## src/rtl/fetch_pkg.sv

```systemverilog
`default_nettype none
// ============================================================================
// Module   : fetch_pkg
// Purpose  : Shared types and constants for the fetch stage.
// Revision : 1.0 - initial release
// ============================================================================
package fetch_pkg;

  localparam int XLEN    = 32;
  localparam int PC_INC  = 4;
  localparam int PC8_OFS = 8;

  typedef enum logic [1:0] {
    REQ  = 2'd0,
    WAIT = 2'd1,
    DROP = 2'd2
  } fetch_state_t;

  typedef struct packed {
    logic            valid;
    logic [XLEN-1:0] instr;
    logic [XLEN-1:0] pc;
  } fb_entry_t;

endpackage
`default_nettype wire

```

## src/rtl/fetch_buffer.sv

```systemverilog
`default_nettype none
// ============================================================================
// Module   : fetch_buffer
// Purpose  : One-entry fetch buffer; clear beats load, load beats drain.
// Revision : 1.0 - initial release
// ============================================================================
module fetch_buffer
  import fetch_pkg::*;
#(
  parameter int WIDTH = 32
) (
  input  logic             clk,
  input  logic             reset,
  input  logic             clear,
  input  logic             load,
  input  logic             drain,
  input  logic [WIDTH-1:0] loadInstr,
  input  logic [WIDTH-1:0] loadPc,
  output logic             valid,
  output logic [WIDTH-1:0] instr,
  output logic [WIDTH-1:0] pc
);

  logic             r_valid;
  logic [WIDTH-1:0] r_instr;
  logic [WIDTH-1:0] r_pc;

  // Load beats drain so a consumed entry can be refilled on the same edge.
  always_ff @(posedge clk or posedge reset) begin
    if (reset) begin
      r_valid <= 1'b0;
      r_instr <= '0;
      r_pc    <= '0;
    end else if (clear) begin
      r_valid <= 1'b0;
    end else if (load) begin
      r_valid <= 1'b1;
      r_instr <= loadInstr;
      r_pc    <= loadPc;
    end else if (drain) begin
      r_valid <= 1'b0;
    end
  end

  assign valid = r_valid;
  assign instr = r_instr;
  assign pc    = r_pc;

endmodule
`default_nettype wire

```

## src/rtl/fetch_stage.sv

```systemverilog
`default_nettype none
// ============================================================================
// Module   : fetch_stage
// Purpose  : ARM pipeline fetch: PCF, req/ack instruction fetch, 1-entry FB,
//            F/D register. Optional counters under FETCH_PERF_CNT_EN.
// Revision : 1.0 - initial release
// ============================================================================
module fetch_stage
  import fetch_pkg::*;
#(
  parameter logic [31:0] RESET_PC = 32'h0000_0000,
  parameter int          WIDTH    = 32
) (
  input  logic             clk,
  input  logic             reset,
  input  logic             StallF,
  input  logic             StallD,
  input  logic             FlushD,
  input  logic             BranchTakenE,
  input  logic [WIDTH-1:0] ALUResultE,
  input  logic             PCSrcW,
  input  logic [WIDTH-1:0] ResultW,
  output logic             IReqF,
  output logic [WIDTH-1:0] IAddrF,
  input  logic             IAckF,
  input  logic [WIDTH-1:0] IRdataF,
  output logic [WIDTH-1:0] InstrD,
  output logic [WIDTH-1:0] PCPlus8D,
  output logic             ValidD,
  output logic             FetchBusyF,
  output logic [31:0]      FetchCntF,
  output logic [31:0]      DropCntF
);

  fetch_state_t     r_state;
  logic [WIDTH-1:0] r_pcF;
  logic [WIDTH-1:0] r_reqAddr;
  logic [WIDTH-1:0] r_instrD;
  logic [WIDTH-1:0] r_pcPlus8D;
  logic             r_validD;

  logic             w_redirect;
  logic [WIDTH-1:0] w_target;
  logic             w_iReq;
  logic             w_load;
  logic             w_drain;
  logic             w_fbValid;
  logic [WIDTH-1:0] w_fbInstr;
  logic [WIDTH-1:0] w_fbPc;

  assign w_redirect = BranchTakenE | PCSrcW;
  assign w_target   = BranchTakenE ? ALUResultE : ResultW;

  always_comb begin
    w_iReq = 1'b0;
    case (r_state)
      REQ:     w_iReq = ~StallF & ~w_redirect & (~w_fbValid | ~StallD);
      WAIT,
      DROP:    w_iReq = 1'b1;
      default: w_iReq = 1'b0;
    endcase
    // Reset is asynchronous, so the request must drop without waiting for an edge.
    if (reset) w_iReq = 1'b0;
  end

  assign IReqF      = w_iReq;
  assign IAddrF     = (r_state == REQ) ? r_pcF : r_reqAddr;
  assign FetchBusyF = (r_state != REQ);

  assign w_load  = w_iReq & IAckF & (r_state != DROP) & ~w_redirect;
  assign w_drain = ~FlushD & ~StallD & w_fbValid;

  always_ff @(posedge clk or posedge reset) begin
    if (reset) begin
      r_state   <= REQ;
      r_pcF     <= WIDTH'(RESET_PC);
      r_reqAddr <= WIDTH'(RESET_PC);
    end else begin
      case (r_state)
        REQ: begin
          if (w_redirect) begin
            r_pcF <= w_target;
          end else if (w_iReq) begin
            if (IAckF) begin
              r_pcF <= r_pcF + WIDTH'(PC_INC);
            end else begin
              r_state   <= WAIT;
              r_reqAddr <= r_pcF;
            end
          end
        end
        WAIT: begin
          if (IAckF) begin
            r_state <= REQ;
            r_pcF   <= w_redirect ? w_target : r_pcF + WIDTH'(PC_INC);
          end else if (w_redirect) begin
            r_state <= DROP;
            r_pcF   <= w_target;
          end
        end
        DROP: begin
          // The outstanding access still has to complete; its data is thrown away.
          if (w_redirect) r_pcF <= w_target;
          if (IAckF) r_state <= REQ;
        end
        default: r_state <= REQ;
      endcase
    end
  end

  fetch_buffer #(
    .WIDTH (WIDTH)
  ) u_fetchBuffer (
    .clk       (clk),
    .reset     (reset),
    .clear     (w_redirect),
    .load      (w_load),
    .drain     (w_drain),
    .loadInstr (IRdataF),
    .loadPc    (IAddrF),
    .valid     (w_fbValid),
    .instr     (w_fbInstr),
    .pc        (w_fbPc)
  );

  always_ff @(posedge clk or posedge reset) begin
    if (reset) begin
      r_instrD   <= '0;
      r_pcPlus8D <= '0;
      r_validD   <= 1'b0;
    end else if (FlushD) begin
      r_instrD   <= '0;
      r_pcPlus8D <= '0;
      r_validD   <= 1'b0;
    end else if (!StallD) begin
      if (w_fbValid) begin
        r_instrD   <= w_fbInstr;
        r_pcPlus8D <= w_fbPc + WIDTH'(PC8_OFS);
        r_validD   <= 1'b1;
      end else begin
        r_validD   <= 1'b0;
      end
    end
  end

  assign InstrD   = r_instrD;
  assign PCPlus8D = r_pcPlus8D;
  assign ValidD   = r_validD;

`ifdef FETCH_PERF_CNT_EN
  logic [31:0] r_fetchCnt;
  logic [31:0] r_dropCnt;
  logic        w_discard;

  assign w_discard = w_iReq & IAckF &
                     (((r_state == WAIT) & w_redirect) | (r_state == DROP));

  always_ff @(posedge clk or posedge reset) begin
    if (reset) begin
      r_fetchCnt <= '0;
      r_dropCnt  <= '0;
    end else begin
      if (w_load)    r_fetchCnt <= r_fetchCnt + 32'd1;
      if (w_discard) r_dropCnt  <= r_dropCnt + 32'd1;
    end
  end

  assign FetchCntF = r_fetchCnt;
  assign DropCntF  = r_dropCnt;
`else
  assign FetchCntF = '0;
  assign DropCntF  = '0;
`endif

endmodule
`default_nettype wire

```

## config.mk

```make
export PLATFORM = sky130hd
export DESIGN_NAME = fetch_stage
export DESIGN_NICKNAME = d
export VERILOG_FILES = /design/src/rtl/fetch_pkg.sv /design/src/rtl/fetch_buffer.sv /design/src/rtl/fetch_stage.sv
export SDC_FILE = /design/constraint.sdc
export NUM_CORES = 1
export LEC_CHECK = 0
export BUFFER_PORTS_ARGS = -buffer_cell sky130_fd_sc_hd__buf_2
export CAP_MARGIN = 0
export CORE_MARGIN = 5
export CORE_UTILIZATION = 40
export DETAILED_ROUTE_END_ITERATION = 10
export PLACE_DENSITY = 0.62
export SYNTH_ARGS = -nofsm -noshare
export SYNTH_HDL_FRONTEND = slang
export SYNTH_SLANG_ARGS = --single-unit
```

## constraint.sdc

```tcl
create_clock -name clk -period 6.6 [get_ports clk]
set_input_delay 0.99 -clock clk [delete_from_list [all_inputs] [get_ports clk]]
set_output_delay 0.99 -clock clk [all_outputs]
set_load 0.02 [all_outputs]
```

Word level (Yosys, flattened, before mapping)
Cells that the tools add are included.

Output and inout port bits: 163. Bits of input ports: 104. Bits in registers: 196.

Add/sub/neg operators: 2. Reductions and logical operators: 11. Mux-type cells: 30. Bitwise logic cells: 15. Equal/unequal tests: 11.

Operator list (count): $mux W32 (14); $pmux W32 S3 (1); $add A32 B3 Y32 const B (1); $add A32 B4 Y32 const B (1); $mux W2 (6); $ne A2 B2 Y1 const B (5); $ne A3 B3 Y1 const B (3); $and A1 B1 Y1 (7); $mux W1 (7); $not A1 Y1 (6); $pmux W2 S3 (1); $reduce_bool A3 Y1 (2); $reduce_and A5 Y1 (1); $reduce_and A2 Y1 (2); $reduce_and A4 Y1 (1); $reduce_bool A2 Y1 (2); $reduce_and A3 Y1 (1); $eq A2 B1 Y1 const B (1); $eq A2 B2 Y1 const B (1); $logic_not A2 Y1 (1); $ne A2 B1 Y1 const B (1); $or A1 B1 Y1 (2); $pmux W1 S2 (1); $reduce_or A2 Y1 (1).

Longest topological paths before layout
Gate-level depths: netlist of run 1.

Depth after elaboration: 11. Depth in mapped cells: 9. Gate-level depth less buffers: 7.

Cells and area by module
A second synthesis of run 1 with hierarchy kept.

Cells, all modules: 907. Area, all modules: 10548.9 sq um.

Modules (own cells, without submodules): fetch_stage (sequential area each 3278.1 sq um, times used 1, area each 7803.7 sq um, cells each 766); fetch_buffer (sequential area each 1626.6 sq um, times used 1, area each 2745.1 sq um, cells each 141).

Worst setup path after synthesis of run 1
No wires, ideal clock.

Path type: input-to-output. Start point: input BranchTakenE. End point: output IReqF. Stages: 4. Slack: 3.558 ns. Required time: 5.610 ns. Path buffers: 1. Data arrival time: 2.052 ns. Cell sequence: buf_2 nor2_1 a31oi_1 nor3_1.

Longest elaborated chain between the ends: 6.

Ends and longest elaborated chain: start, declared (RTL line fetch_stage.sv:19) `input logic BranchTakenE,`; $or A1 B1 Y1 (RTL line fetch_stage.sv:51) `assign w_redirect = BranchTakenE | PCSrcW;`; $not A1 Y1 (no line); $and A1 B1 Y1 (2 in series) (RTL line fetch_stage.sv:57) `REQ: w_iReq = ~StallF & ~w_redirect & (~w_fbValid | ~StallD);`; $pmux W1 S2 (RTL line fetch_stage.sv:56) `case (r_state)`; $mux W1 (RTL line fetch_stage.sv:63) `if (reset) w_iReq = 1'b0;`; end, declared (RTL line fetch_stage.sv:23) `output logic IReqF,`.

No other way between the ends.

Worst setup path in the final report of run 1
Start point: input BranchTakenE. End point: register u_fetchBuffer.r_pc[17], in the netlist u_fetchBuffer.pc[17].

Longest elaborated chain between the ends: 10.

Ends and longest elaborated chain: $or A1 B1 Y1 (*) (RTL line fetch_stage.sv:51); $not A1 Y1 (no line) (*); $and A1 B1 Y1 (2 in series) (RTL line fetch_stage.sv:57); $pmux W1 S2 (RTL line fetch_stage.sv:56); $mux W1 (RTL line fetch_stage.sv:63); $and A1 B1 Y1 (3 in series) (RTL line fetch_stage.sv:70) `assign w_load = w_iReq & IAckF & (r_state != DROP) & ~w_redirect;`; $reduce_and A2 Y1 (no line) (*); end signal, assigned (RTL line fetch_buffer.sv:39) `r_pc <= loadPc;`; end, declared (RTL line fetch_buffer.sv:26) `logic [WIDTH-1:0] r_pc;`.

Mark *: on every way between the ends. The rest lies on a longest branch, timed or not. A chain may end at the register's enable or synchronous reset.

==> impl_summary.txt, run 1 <==
----------------------------------------------------
[Finish]
  Total inserted antenna cells ... 0
  Fraction of final layout cells with drive strength greater than 1 ... 0.350
  Commonest cells after routing, fill and taps aside ... 202 x buf_2, 196 x dfrtp_1, 86 x mux2_2
  Number of nets in the layout ... 1206
  Most common library cell in the layout ignoring fill and taps ... buf_2
  Area growth from synthesis to layout ... 15.6%

[Logic synthesis]
  Leading register cell type out of synthesis ... dfrtp_1
  Total number of yosys warnings ... 0
  Async set or reset register ratio after synthesis ... 1.00
  Area fraction of the dominant cell type after synthesis ... 0.476
  Post-synth design cell area ... 10300 sq um
  Largest area contributor in the netlist ... dfrtp_1
  Seq/Total Area, Yosys ... 0.476
  Largest cells by area after synthesis ... dfrtp_1 48%, mux2_2 9.4%, mux2_4 7.1%
  Number of instances in the synthesized netlist ... 922
  Number of distinct library cell variants in the gate-level netlist after synthesis ... between 60 and 70
  Post-Synthesis Mean Instance Area ... 11.2 sq um
  Synthesis-stage register bit count ... 196
  Number of flops mapped to enable cells by yosys ... 0

[Global routing]
  Most congested layer reported by global routing ... met2
  Gr usage total ... 0.182
  Total congestion overflow after global routing ... 0
  Number of antenna violations at the first check in global routing ... 1
  Largest net degree at the start of global routing ... 130
  GR met3 Demand/Resource ... 0.0370
  Number of global-route vias before repair ... around 7500
  Wire length of the first global-routing pass ... 42000 um
  GR met1 Demand/Resource ... 0.269
  GR met2 Demand/Resource ... 0.274

[Routing]
  Number of nets with antenna violations after detailed routing ... 0
  1st-pass router iterations ... 5
  Average wire length per cell after detail routing ... 18.8 um
  Drt drc ... 0
  Drt first-iter violations ... 667
  Routed via count ... 7733
  Wirelength, routed ... roughly 27000 um
  Vias per std cell ... 5.38

[Clock tree]
  Master cell of the clock root buffer ... clkbuf_16
  Clock tree from TritonCTS ... done
  Count of hold buffers inserted by post-cts repair ... 0
  Setup repair bufs after CTS ... 0
  H-tree levels ... 4
  CTS Buf Count ... 17
  CTS-repair resized insts ... 0
  Deepest clock path buffer count ... 2
  Clock latency of the later-clocked register in the worst-skew pair ... 0.43 ns
  Clock-pin slew of the registers on the worst-case setup and hold paths ... 0.07 ns
  Clock net sink count ... around 200

[Setup path]
  Crit-path cells ... buf_2 > or2_1 > or3_1 > or4b_4 > buf_4 > mux2_4
  Worst reg2reg path startpoint ... r_state[1]
  Worst stage delay on the critical path ... 0.77 ns
  Arrival time at the worst endpoint ... roughly 3.8 ns
  Endpoint required time on the critical path ... 6.91 ns
  Maximum fanout encountered on the critical timing path ... 38
  Slowest-stage cell, CP ... or4b_4
  Critical path class ... in2reg
  Buf/Inv on CP ... 2
  FF-to-FF setup slack ... 3.51 ns
  Sort of element at the start of the critical path ... input port
  CP Capture Type ... flop
  Worst setup path startpoint ... BranchTakenE
  Top cell family by delay on the critical path ... simple AND/OR/NAND/NOR gates

[Power]
  Peak ir drop on the vdd network ... a little over 0.2 mV
  PwrDens ... between 400 and 500 nW/um^2
  Static Leak ... 0.00579 uW

[Place]
  Number of I/O port buffers ... 202
  DP HPWL ... 19500 um
  Dpl ws ... about 2.6 ns
  Final weighted congestion in routability-driven placement ... 0.891

[Timing]
  Slew of the pin with the lowest slew margin ... 1.20 ns
  Final setup violation count ... 0
  Fmax ... 0.283 GHz
  Number of max-slew violations in the final report ... 0
  Time the final worst path needs with I/O delays and setup ... 3.53 ns
  Setup repair after global routing missed its margin ... no
  Worst slew slack as a fraction of its limit ... 0.194
  Worst-case setup margin in the final layout ... roughly 3 ns
  Final Cycle Share ... 0.535
  Final Skew ... approximately 0.0096 ns
  Setup TNS ... 0 ns
  Final Hold Vio Count ... 0

[Die]
  Overall die area ... 29100 sq um
  Initial Utilization ... 0.408
  Die X ... 170 um
  Core region area ... 25300 sq um
  IO Count ... 267
  Vert. Die Dim ... 170 um
  FP Rows ... 58

[Min path]
  Worst hold path type ... reg2reg
  Start point of the worst min-delay path ... PCPlus8D[6]

[Job]
  Max_cap viols ... 0

[Status]
  Result of the run ... completed

----------------------------------------------------
[metrics by stage]
step           hold slack (ns)  power, uW  cells   util  cell area [sq um]
6_report                 0.475       4840   1438  0.472              11900
3_5_place_dp             0.466       3810   1406  0.448              11300
3_3_place_gp             0.457       3770   1406  0.448              11300
2_1_floorplan            0.468       3240    985      -              10500
5_1_grt                  0.508       5110   1438  0.472              11900
4_1_cts                  0.482       4860   1438  0.472              11900
[report_power, final]
group          switching, uW  internal, uW
combinational            969           824
clock                    498           539
sequential               421          1590
total                   1890          2950
[flip-flops by register name, summed over array words and instances, names as in the netlist]
name	flops
InstrD	32
ValidD	1
u_fetchBuffer.instr	32
r_reqAddr	32
PCPlus8D	32
u_fetchBuffer.valid	1
u_fetchBuffer.pc	32
r_state	2
r_pcF	32
[cell usage after synthesis (all sizes together), types with 16 or more instances]
master,instances
buf,77
nor2,43
o21ai,55
clkbuf,45
a21oi,26
nand2,54
a22o,37
dfrtp,196
mux2,135
nand4,18
nand3,18
a31oi,16
nor3,16
[tightest hold or removal path, stage by stage (launching register included)]
cell and delay, ns:
dfrtp_1 0.34, nand2_1 0.04, o21ai_0 0.06
[cell type report]
cell class | count | area, sq um
multi-input cells | 658 | 4870
inverters | 9 | 41.3
well taps | 330 | 413
flip-flops and latches | 196 | 4900
clock inverters | 15 | 168
fillers | 2388 | 13300
repair buffers | 213 | 1090
clock buffers | 17 | 425
[worst paths after layout]
path	depth (start not counted)	to
max	6	u_fetchBuffer.pc[17]
min	2	PCPlus8D[6]
max reg2reg	7	r_pcF[26]
min reg2reg	2	PCPlus8D[6]
max in group asynchronous	3	r_pcF[30]
min in group asynchronous	2	r_pcF[5]
[logic make-up after synthesis]
family	Yosys count	share of synthesized area
xor+xnor	27	0.0230
simple gates	205	0.100
mux	146	0.176
other cells	1	0.000364
fa+ha+maj	7	0.00850
buf+inv	131	0.0764
flops	196	0.476
compound gates	209	0.140
[metal layers]
layer | wire [um] | vias to the layer above
li1 | - | 3623
met1 | 12500 | 3784
met2 | 12100 | 287
met3 | 1950 | 37
met4 | 459 | 2
met5 | 7 | -
(Power assumes the default switching activity.)
==> inputs of run 2 (changes only) <==
==> constraint.sdc (replaced) <==
create_clock -name clk -period 2.9 [get_ports clk]
set_input_delay 0.435 -clock clk [delete_from_list [all_inputs] [get_ports clk]]
set_output_delay 0.435 -clock clk [all_outputs]
set_load 0.02 [all_outputs]
==> run 2 against run 1 <==
Against the previous run:
- die area is the same
- non-clock buffer count increased by 21
- design area increased by 2.0%
- combinational power up 130%
- sequential power increased by 130%
- first-iteration DRC count down 9.9%
- final cell count is 1.5% higher
- hold slack worse by 0.31 ns
- clock skew up 0.0049 ns
==> impl_summary.txt, run 2 (synthesis results as in run 1) <==
----------------------------------------------------
[Status]
  Result of the run ... completed (unchanged)

[Setup path]
  Critical path class ... reg2out (was in2reg)
  Maximum fanout encountered on the critical timing path ... 25 (was 38)
  CP Capture Type ... output port (was flop)
  Endpoint required time on the critical path ... 2.47 ns (was 6.91 ns)
  Sort of element at the start of the critical path ... flop (was input port)
  Arrival time at the worst endpoint ... 2.25 ns (was 3.84 ns)

[Power]
  Static Leak ... 0.00593 uW (was 0.00579 uW)
  Combinational fraction of design power ... 0.376 (was 0.371)
  Seq pwr share ... 0.410 (was 0.415)
  PwrDens ... 914 nW/um^2 (was 406 nW/um^2)
  Internal power contribution ... 6730 uW (was 2950 uW)
  Sw frac ... 0.394 (was 0.390)
  Peak ir drop on the vdd network ... 0.451 mV (was 0.203 mV)
  Switching power ... 4380 uW (was 1890 uW)
  Total power after layout ... 11100 uW (was 4840 uW)
  Clock share of power ... 0.214 (about the same)

[Finish]
  Commonest cells after routing, fill and taps aside ... 202 x buf_2, 196 x dfrtp_1, 86 x mux2_2 (unchanged)
  Fraction of final layout cells with drive strength greater than 1 ... 0.362 (was 0.350)
  Total inserted antenna cells ... 0 (unchanged)
  Number of inserted filler cells in the final layout ... 2365 (was 2388)
  Design Area, Final ... 12100 sq um (was 11900 sq um)
  Area growth from synthesis to layout ... 17.9% (was 15.6%)
  Count of placed standard cells in the final layout, fillers left out ... 1459 (was 1438)
  Most common library cell in the layout ignoring fill and taps ... buf_2 (unchanged)
  Number of nets in the layout ... 1227 (was 1206)

[Global routing]
  Number of antenna violations at the first check in global routing ... 1 (unchanged)
  Total congestion overflow after global routing ... 0 (unchanged)
  Gr usage total ... 0.184 (was 0.182)
  Wire length of the first global-routing pass ... 42200 um (was 42000 um)
  Largest net degree at the start of global routing ... 66 (was 130)
  Number of global-route vias before repair ... 7403 (was 7468)

[Place]
  Number of I/O port buffers ... 202 (unchanged)
  Post-Place Cell Area ... 11500 sq um (was 11300 sq um)
  DP HPWL ... 20000 um (was 19500 um)
  Final weighted congestion in routability-driven placement ... 0.904 (was 0.891)
  Number of cells after detailed placement ... 1427 (was 1406)

[Timing]
  Worst slew slack as a fraction of its limit ... 0.411 (was 0.194)
  Time the final worst path needs with I/O delays and setup ... 2.69 ns
  Setup TNS ... 0 ns (unchanged)
  Final setup violation count ... 0 (unchanged)
  Fmax ... 0.372 GHz
  Slew of the pin with the lowest slew margin ... 0.883 ns (was 1.20 ns)
  Final Hold Vio Count ... 0 (unchanged)
  Final Skew ... 0.0144 ns (was 0.00957 ns)
  Number of max-slew violations in the final report ... 0 (unchanged)
  Final Cycle Share ... 0.927
  Setup repair after global routing missed its margin ... no (unchanged)

[Die]
  IO Count ... 267 (unchanged)
  Core region area ... 25300 sq um (unchanged)
  Vert. Die Dim ... 170 um (unchanged)
  FP Rows ... 58 (unchanged)
  Overall die area ... 29100 sq um (unchanged)
  Initial Utilization ... 0.408 (unchanged)
  Die X ... 170 um (unchanged)

[Clock tree]
  CTS Buf Count ... 17 (unchanged)
  Clock tree from TritonCTS ... done (unchanged)
  Clock latency of the later-clocked register in the worst-skew pair ... 0.44 ns (was 0.43 ns)
  Deepest clock path buffer count ... 2 (unchanged)
  Clock-pin slew of the registers on the worst-case setup and hold paths ... 0.08 ns (was 0.07 ns)
  Master cell of the clock root buffer ... clkbuf_16 (unchanged)
  CTS-repair resized insts ... 0 (unchanged)
  Clock net sink count ... 196 (unchanged)
  Count of hold buffers inserted by post-cts repair ... 0 (unchanged)
  H-tree levels ... 4 (unchanged)
  Setup repair bufs after CTS ... 0 (unchanged)

[Routing]
  Wirelength, routed ... 27200 um (was 27000 um)
  Length of routed met2 wiring ... 12400 um (was 12100 um)
  WL met3 ... 1760 um (was 1950 um)
  Met1 routed wirelength after detailed routing ... 12700 um (was 12500 um)
  Number of nets with antenna violations after detailed routing ... 0 (unchanged)
  Vias per std cell ... 5.37 (was 5.38)
  Drt first-iter violations ... 601 (was 667)
  Highest Signal Layer ... met5 (unchanged)
  Drt drc ... 0 (unchanged)
  1st-pass router iterations ... 5 (unchanged)
  Routed via count ... 7840 (was 7733)
  Average wire length per cell after detail routing ... 18.7 um (was 18.8 um)

[Min path]
  Worst hold path type ... in2async (was reg2reg)

[Job]
  Max_cap viols ... 0 (unchanged)

----------------------------------------------------
-- run 2: per-stage QoR --
| step | util | hold slack [ns] | worst slack, ns |
|---|---|---|---|
| detailed placement | 0.457 | 0.465 | 0.368 |
| CTS | 0.481 | 0.167 | 0.197 |
| floorplan | - | 0.468 | -0.0674 |
| global placement | 0.457 | 0.458 | 0.387 |
| global route | 0.481 | 0.200 | 0.0184 |
| finish | 0.481 | 0.163 | 0.213 |
-- run 2: final timing paths --
kind	startpoint	endpoint	slack, ns	cells after the start
min in group clk	IRdataF[15]	u_fetchBuffer.instr[15]	0.22	2
setup reg to reg	r_state[1]	r_pcF[17]	0.27	6
hold / removal	reset	r_pcF[6]	0.16	2
setup / recovery	r_state[1]	IAddrF[30]	0.21	5
hold reg to reg	PCPlus8D[19]	PCPlus8D[19]	0.48	2
max in group asynchronous	reset	r_reqAddr[15]	1.98	3
-- run 2: critical path: stages (launching register included) --
cell and delay (ns):
dfrtp_1 0.44, inv_1 0.13, ha_1 0.26, buf_4 0.35, mux2_2 0.44, buf_2 0.18
-- run 2: metal layers --
metal  track usage  vias to the layer above
li1              -                     3664
met1         0.275                     3829
met2         0.276                      319
met3        0.0340                       26
met4        0.0486                        2
met5             0                        -
-- run 2: layout make-up --
type                    count  area (sq um)  share of cell area
well taps                 330           413              0.0340
inverters                   9          37.5             0.00309
clock inverters            15           176              0.0145
multi-input cells         658          4870               0.401
clock buffers              17           425              0.0350
flip-flops and latches    196          4900               0.404
repair buffers            234          1330               0.109
-- run 2: power groups by stage --
stage          logic, uW  clock network [uW]  registers [uW]
2_1_floorplan       3130                   0            4240
3_3_place_gp        4140                   0            4530
3_5_place_dp        4190                   0            4580
4_1_cts             4220                2440            4530
5_1_grt             4500                2560            4690
6_report            4180                2380            4550
